`src/rtl/quadrature_decoder_gen2.sv`:
```
// Quadrature decoder with synchronised, glitch-filtered inputs, X1/X2/X4 decoding,
// index homing, illegal-transition flag and gated speed measurement.
module quadrature_decoder_gen2 #(
  parameter int CNT_W = 32,
  parameter int FILT  = 3,
  parameter int MODE  = 4,
  parameter int GATE  = 50000
) (
  input  logic                    clk,
  input  logic                    reset,
  input  logic                    a,
  input  logic                    b,
  input  logic                    z,
  input  logic                    latch,
  input  logic                    clear,
  input  logic                    index_clr_en,
  input  logic                    err_clr,
  output logic signed [CNT_W-1:0] counter,
  output logic signed [CNT_W-1:0] counter_latched,
  output logic signed [CNT_W-1:0] speed,
  output logic                    cw,
  output logic                    ccw,
  output logic                    dir,
  output logic                    err
);

  localparam int GW = (GATE > 2) ? $clog2(GATE) : 1;
  localparam logic [3:0] FILT_LAST = 4'(FILT - 1);
  localparam logic [4:0] ARM_LEN = 5'(FILT + 2);
  localparam logic [GW-1:0] GATE_LAST = GW'(GATE - 1);
  localparam logic [CNT_W-1:0] ONE = {{(CNT_W-1){1'b0}}, 1'b1};
  localparam logic [CNT_W:0] ONE_X = {{CNT_W{1'b0}}, 1'b1};
  localparam logic [CNT_W-1:0] SAT_MAX = {1'b0, {(CNT_W-1){1'b1}}};
  localparam logic [CNT_W-1:0] SAT_MIN = {1'b1, {(CNT_W-1){1'b0}}};

  logic [2:0] raw;
  logic [2:0] sync1;
  logic [2:0] sync2;
  logic [2:0] filt;
  logic [3:0] filt_cnt [3];
  logic [4:0] arm_cnt;
  logic       armed;

  logic [1:0] cur_ab;
  logic [1:0] prev_ab;
  logic       z_prev;
  logic       z_rise;

  logic step4_cw, step4_ccw, illegal;
  logic a_rise, a_chg;
  logic step_cw, step_ccw;
  logic block, count_cw, count_ccw;

  logic latch_d, latch_pulse;

  logic [GW-1:0]           gate_cnt;
  logic signed [CNT_W-1:0] acc;
  logic signed [CNT_W:0]   acc_sum;
  logic signed [CNT_W-1:0] acc_next;

  assign raw    = {z, b, a};
  assign armed  = (arm_cnt == ARM_LEN);
  assign cur_ab = {filt[0], filt[1]};
  assign z_rise = armed & filt[2] & ~z_prev;

  // While arming, the filtered values follow the synchroniser directly so the
  // decoder wakes up already agreeing with the pins.
  always_ff @(posedge clk or posedge reset) begin
    if (reset) begin
      sync1   <= '0;
      sync2   <= '0;
      filt    <= '0;
      arm_cnt <= '0;
      for (int i = 0; i < 3; i++) filt_cnt[i] <= '0;
    end else begin
      sync1 <= raw;
      sync2 <= sync1;
      if (!armed) arm_cnt <= arm_cnt + 5'd1;
      for (int i = 0; i < 3; i++) begin
        if (!armed) begin
          filt[i]     <= sync2[i];
          filt_cnt[i] <= '0;
        end else if (sync2[i] == filt[i]) begin
          filt_cnt[i] <= '0;
        end else if (filt_cnt[i] == FILT_LAST) begin
          filt[i]     <= sync2[i];
          filt_cnt[i] <= '0;
        end else begin
          filt_cnt[i] <= filt_cnt[i] + 4'd1;
        end
      end
    end
  end

  always_comb begin
    step4_cw  = 1'b0;
    step4_ccw = 1'b0;
    illegal   = 1'b0;
    if (armed) begin
      case ({prev_ab, cur_ab})
        4'b00_10, 4'b10_11, 4'b11_01, 4'b01_00: step4_cw  = 1'b1;
        4'b00_01, 4'b01_11, 4'b11_10, 4'b10_00: step4_ccw = 1'b1;
        4'b00_11, 4'b11_00, 4'b01_10, 4'b10_01: illegal   = 1'b1;
        default: ;
      endcase
    end
    a_chg = prev_ab[1] ^ cur_ab[1];
    a_rise = ~prev_ab[1] & cur_ab[1];
    if (MODE == 1) begin
      step_cw  = step4_cw & a_rise;
      step_ccw = step4_ccw & a_rise;
    end else if (MODE == 2) begin
      step_cw  = step4_cw & a_chg;
      step_ccw = step4_ccw & a_chg;
    end else begin
      step_cw  = step4_cw;
      step_ccw = step4_ccw;
    end
    block     = clear | (index_clr_en & z_rise);
    count_cw  = step_cw & ~block;
    count_ccw = step_ccw & ~block;
  end

  // Speed accumulator saturates rather than wrapping so a runaway window
  // reports full scale instead of a sign-flipped value.
  always_comb begin
    acc_sum = {acc[CNT_W-1], acc};
    if (step_cw)       acc_sum = acc_sum + ONE_X;
    else if (step_ccw) acc_sum = acc_sum - ONE_X;
    if (acc_sum[CNT_W] != acc_sum[CNT_W-1])
      acc_next = acc_sum[CNT_W] ? SAT_MIN : SAT_MAX;
    else
      acc_next = acc_sum[CNT_W-1:0];
  end

  always_ff @(posedge clk or posedge reset) begin
    if (reset) begin
      prev_ab         <= '0;
      z_prev          <= 1'b0;
      counter         <= '0;
      counter_latched <= '0;
      speed           <= '0;
      cw              <= 1'b0;
      ccw             <= 1'b0;
      dir             <= 1'b0;
      err             <= 1'b0;
      latch_d         <= 1'b0;
      latch_pulse     <= 1'b0;
      gate_cnt        <= '0;
      acc             <= '0;
    end else begin
      prev_ab <= cur_ab;
      z_prev  <= filt[2];

      if (clear)                      counter <= '0;
      else if (index_clr_en & z_rise) counter <= '0;
      else if (step_cw)               counter <= counter + ONE;
      else if (step_ccw)              counter <= counter - ONE;

      cw  <= count_cw;
      ccw <= count_ccw;
      if (count_cw)       dir <= 1'b1;
      else if (count_ccw) dir <= 1'b0;

      if (illegal)      err <= 1'b1;
      else if (err_clr) err <= 1'b0;

      latch_d     <= latch;
      latch_pulse <= latch & ~latch_d;
      if (latch_pulse) counter_latched <= counter;

      if (gate_cnt == GATE_LAST) begin
        gate_cnt <= '0;
        speed    <= acc_next;
        acc      <= '0;
      end else begin
        gate_cnt <= gate_cnt + 1'b1;
        acc      <= acc_next;
      end
    end
  end

endmodule
```
`config.mk`:
```
export PLATFORM = sky130hd
export DESIGN_NAME = quadrature_decoder_gen2
export DESIGN_NICKNAME = d
export VERILOG_FILES = /design/src/rtl/quadrature_decoder_gen2.sv
export SDC_FILE = /design/constraint.sdc
export NUM_CORES = 1
export LEC_CHECK = 0
export ABC_AREA = 1
export CAP_MARGIN = 15
export CORE_ASPECT_RATIO = 0.7
export CORE_MARGIN = 4
export CORE_UTILIZATION = 30
export CTS_BUF_LIST = sky130_fd_sc_hd__clkbuf_8
export CTS_CLUSTER_DIAMETER = 30
export DETAILED_ROUTE_END_ITERATION = 10
export PLACE_DENSITY = 0.49
export SLEW_MARGIN = 20
export SYNTH_ARGS = -nofsm -noshare
export SYNTH_HDL_FRONTEND = slang
export SYNTH_SLANG_ARGS = --single-unit
```
`constraint.sdc`:
```
create_clock -name clk -period 5.95 [get_ports clk]
set_input_delay 0.595 -clock clk [delete_from_list [all_inputs] [get_ports clk]]
set_output_delay 0.595 -clock clk [all_outputs]
set_load 0.1 [all_outputs]
```
== Yosys cells after proc, flatten, opt, wreduce, memory -nomap -nowiden ==
Cells that the tools add are included.
Storage, ports and cells
  register bits: 179
  bits in latches: 0
  bits in writable memories: 0
  ROM bits: 0
  input port bits: 9
  output and inout bits: 100
  memories kept: 0
Operators by class
  add/subtract/negate cells: 9
  multipliers: 0
  divide/modulo/power cells: 0
  magnitude comparators: 0
  eq/ne operators: 27
  shifts and indexed selects: 0
  muxes and demuxes: 38
  bitwise operators: 10
  reduce and logical (&&, ||, !) cells: 9
Operators with widths (count)
  $mux W32: 7
  $mux W33: 2
  $mux W4: 9
  $add A32 B2 Y33 const B: 1
  $sub A32 B2 Y33 const B: 1
  $add A32 B1 Y32 const B: 1
  $sub A32 B1 Y32 const B: 1
  $eq A4 B4 Y1 const B: 6
  $eq A4 B2 Y1 const B: 5
  $mux W1: 19
  $add A16 B1 Y16 const B: 1
  $eq A16 B16 Y1 const B: 1
  $mux W16: 1
  $add A4 B1 Y4 const B: 3
  $eq A4 B3 Y1 const B: 3
  $reduce_or A4 Y1: 3
  $and A1 B1 Y1: 6
  $ne A2 B1 Y1 const B: 3
  $ne A2 B2 Y1 const B: 3
  $reduce_and A2 Y1: 3
  $add A5 B1 Y5 const B: 1
  $eq A5 B3 Y1 const B: 1
  $eq A4 B1 Y1 const B: 1
  $reduce_bool A2 Y1: 2
  other kinds (5): 9

== Depth between registers and ports, before layout ==
  word-level depth: 9
  depth in mapped cells: 21
  gate-level depth less buffers: 19

== Worst setup path before layout ==
No wires, ideal clock.
  path type: reg-to-reg
  start: register arm_cnt[1]
  end: register counter[21]
  setup time: 0.120 ns
  arrival time: 3.034 ns
  required time: 5.830 ns
  path slack: 2.796 ns
  cell stages (with the launch flop): 19
  path buffers: 2
  clock period less this slack: 3.154 ns
  cells stage by stage: dfrtp_1 > inv_1 > ha_1 > nand2_2 > nor2_4 > nand3_4 > buf_4 > buf_2 > ha_1 > nand2_1 > nor2_1 > inv_1 > nor2_1 > inv_1 > o21ai_0 > a21oi_1 > or2_2 > nand3_1 > nand2_1
Between the ends
  longest elaborated chain between the ends: 6
  elaborated cells on any way between the ends: 10
  those cells by class: eq/ne: 1; mux: 5; bitwise: 3; reduce/logical: 1
Ends and longest elaborated chain
  start: declaration: RTL line 41  | logic [4:0] arm_cnt;
  start signal: assignment: RTL line 78  | if (!armed) arm_cnt <= arm_cnt + 5'd1;
  $eq A5 B3 Y1 *: RTL line 62  | assign armed = (arm_cnt == ARM_LEN);
  $and A1 B1 Y1 (2 in series): RTL line 64  | assign z_rise = armed & filt[2] & ~z_prev;
  $and A1 B1 Y1: RTL line 156  | else if (index_clr_en & z_rise) counter <= '0;
  $mux W32: RTL line 156
  $mux W32: RTL line 155  | if (clear) counter <= '0;
  end signal: assignment: RTL line 157  | else if (step_cw) counter <= counter + ONE;
  end signal: assignment: RTL line 158  | else if (step_ccw) counter <= counter - ONE;
  end: declaration: RTL line 18  | output logic signed [CNT_W-1:0] counter,
Every way passes the cells marked *; elsewhere a longest branch is shown, timed or not.
A chain may end at the register's enable or synchronous reset.

== Worst setup path in the final report ==
  start: register arm_cnt[1]
  end: register counter[30]
The elaborated chain is that of the path after synthesis.

==> impl_metrics.py <==
metrics = {
    "setup_path": {
        "crit_type": "reg2reg",
        "worst_path_largest_cell_delay_ps": 620,
        "arrival_ps": 4370,
        "cp_cell_sequence": "inv_1, ha_1, nand2_2, nor2_4, nand3_4, ha_1, nand3_1, nand3_1, a21oi_1, o21ai_0, nand3_1, nand3_1, nand2_1, o21ai_0",
        "critPathMaxFanout": 44,
        "reg2reg_depth": 14,
        "r2r_slack_ps": 1990,
        "critPathLaunch": "arm_cnt[1]",
        "crit_path_end_kind": "flip-flop",
        "r2r-start": "arm_cnt[1]",
        "critPathLaunchType": "flip-flop",
        "crit_top_cell": "nand3_1",
        "cp_slowest_cell": "o21ai_0",
        "r2r_end": "counter[30]",
        "cp.required_ps": 6360,
    },
    "cts": {
        "cts_tree": "yes",
        "holdBufCountCts": 0,
        "numClockSinks": 179,
        "clockBufferDepth": 2,
        "cts_inserted_buffers": 17,
        "cts-resized-gates": 0,
        "clk_pin_slew_ps": 110,
        "cts_root_buf": "clkbuf_8",
        "clk-insertion-delay-late_ps": 500,
        "cts_setup_buffers": 0,
        "htree_levels": 4,
    },
    "global_route": {
        "grt_first_pass_wirelength_mm": 50.2,
        "grtUsageTotal": 0.165,
        "grt_remaining_overflow": 0,
        "antenna_found_initial": 0,
        "grt_max_degree": 74,
        "grt_pass1_vias": 9010,
    },
    "sta": {
        "slew_viol_final": 0,
        "hold_ws_ps": 356,
        "finalSetupTns_ps": 0,
        "timing.final.crit_share": 0.665,
        "clock.fmax_mhz": 253,
        "skew_ps": 17.2,
        "final_hold_viol_count": 0,
        "worst_pin_slew_ps": 1040,
        "setup_viol": 0,
        "period_minus_slack_ps": 3960,
        "slew_headroom": 0.308,
        "grt_setup_unrepaired": "false",
    },
    "final_layout": {
        "n_antenna_cell": 0,
        "area_growth_pct": 18.3,
        "layout_commonest_cell": "nand2_1",
        "layout.nets": 1559,
        "mostFrequentLayoutCells": "nand2_1, nor2_1, dfrtp_1",
        "drive_gt1_frac": 0.0528,
        "instances_no_fill": 1986,
    },
    "floorplanning": {
        "die-width_um": 233,
        "io_pins": 109,
        "die_h_um": 165,
        "row_count": 57,
        "core_area_um2": 34700,
        "start_util": 0.305,
        "die_area_um2": 38400,
    },
    "routing": {
        "ant_nets": 0,
        "drt-initial-drc-count": 769,
        "firstDrtPassIters": 6,
        "drc": 0,
        "drt-total-wl_mm": 30.9,
        "wl_per_cell_um": 15.5,
        "viasPerCell": 4.74,
        "vias": 9413,
    },
    "synthesis": {
        "synth_seq_cells": 179,
        "ys_top_cells_by_area": "dfrtp_1, nand2_1, nor2_1, ha_1, inv_1",
        "synth_top_area_frac": 0.423,
        "yosysTopAreaCell": "dfrtp_1",
        "synth.yosys.warnings": 0,
        "syn-num-nets": 1461,
        "synthCells": 1403,
        "synth-seq-area-share": 0.423,
        "syn_avg_cell_area_um2": 7.55,
        "synth_area_um2": 10600,
        "synth_cell_types": 45,
    },
    "power_and_ir_drop": {
        "ir_drop_uv": 197,
        "pwr-share-clk": 0.119,
        "power.net_switching_mw": 4.08,
        "p_comb_frac": 0.628,
        "p_total_mw": 7.19,
        "internal_power_mw": 3.11,
        "power_density_nw_per_um2": 574,
        "swShare": 0.568,
        "power_frac_seq": 0.253,
        "power_leakage_nw": 5.96,
    },
    "hold_path": {
        "worstHoldStart": "sync1[1]",
        "hold_depth": 0,
        "hold_path.class": "reg2reg",
        "holdPathEnd": "sync2[1]",
    },
    "placed_design": {
        "dp_cells": 1954,
        "place.port_buffers": 108,
        "place_congestion": 0.889,
        "hpwlAfterDp_mm": 23.3,
    },
    "job": {
        "cap_violations": 0,
    },
    "outcome": {
        "status": "finished, final reports clean",
    },
}
[how the worst max path moves through the flow]
stage | slack, ps | end | cells past startpoint
finish | 1990 | counter[30] | 14
global route | 1630 | counter[30] | 14
CTS | 2000 | counter[14] | 13
detailed placement | 2030 | counter[14] | 13
global placement | 2120 | counter[14] | 13
floorplan | 500 | acc[0] | 1
[layout make-up]
type	count	area, um2
Sequential cell	179	4480
Tap cell	472	591
Fill cell	3730	22200
Clock inverter	13	125
Clock buffer	19	262
Multi-Input combinational cell	1024	5320
Inverter	164	623
Timing Repair Buffer	115	1130
[sequential cells by signal, summed over array words and instances (netlist names), 2 cells and up]
name / flops
acc: 32
counter: 32
counter_latched: 32
speed: 32
gate_cnt: 16
filt_cnt: 12
arm_cnt: 5
filt: 3
sync1: 3
sync2: 3
prev_ab: 2
[cells in the mapped netlist (all sizes together)]
cell type / n
nand2: 321
nor2: 223
dfrtp: 179
inv: 163
a21oi: 111
o21ai: 80
nand3: 75
ha: 48
xor2: 26
buf: 24
a31oi: 23
nand4: 22
nor3: 18
xnor2: 17
clkbuf: 12
o22ai: 10
mux2: 9
nor4: 8
and2: 6
o21bai: 5
a21boi: 4
a21o: 3
nand3b: 3
or2: 3
nor3b: 2
o211ai: 2
o21a: 2
clkinv: 1
fa: 1
o221ai: 1
o32ai: 1
[per-layer routing]
| layer | share of wire | track usage | vias to the layer above |
|---|---|---|---|
| met4 | 0.0095 | 0.0342 | 0 |
| met2 | 0.40 | 0.229 | 205 |
| met1 | 0.54 | 0.260 | 4434 |
| met5 | 0 | 0 | - |
| li1 | - | - | 4754 |
| met3 | 0.050 | 0.0317 | 20 |
[power by group through the flow]
stage,clock network [mW],registers [mW],logic (mW)
after floorplan,0,2.54,2.61
after global placement,0,1.85,4.45
after detailed placement,0,1.84,4.47
after CTS,0.898,1.82,4.48
after global routing,0.941,1.87,5.00
final,0.856,1.82,4.51
[through the flow]
stage | utilization | worst slack [ps] | cell area [um2]
detailed placement | 0.350 | 2030 | 12100
global route | 0.361 | 1630 | 12500
global placement | 0.350 | 2120 | 12100
finish | 0.361 | 1990 | 12500
floorplan | - | 496 | 10600
CTS | 0.361 | 2000 | 12500
[cells by family (layout without fill, tap and decap cells)]
logic type / after synthesis / after routing / synth area share
AOI/OAI and AO/OA: 242 / 242 / 0.126
xor gates and xnor gates: 43 / 43 / 0.0355
adders and majority gates: 49 / 49 / 0.0586
buffers and inverters: 200 / 311 / 0.0766
DFF: 179 / 179 / 0.423
muxes: 9 / 9 / 0.00957
and+or+nand+nor: 681 / 681 / 0.271
[worst max-delay path, delay by kind of cell (launching register included)]
kind	cells	cell delay [ps]
AND/OR/NAND/NOR	8	1650
AO/OA/AOI/OAI	3	960
adder cells (fa/ha/maj)	2	740
flip-flops	1	430
buffers and inverters	1	70
No activity file was read; power rests on OpenSTA's default activity.
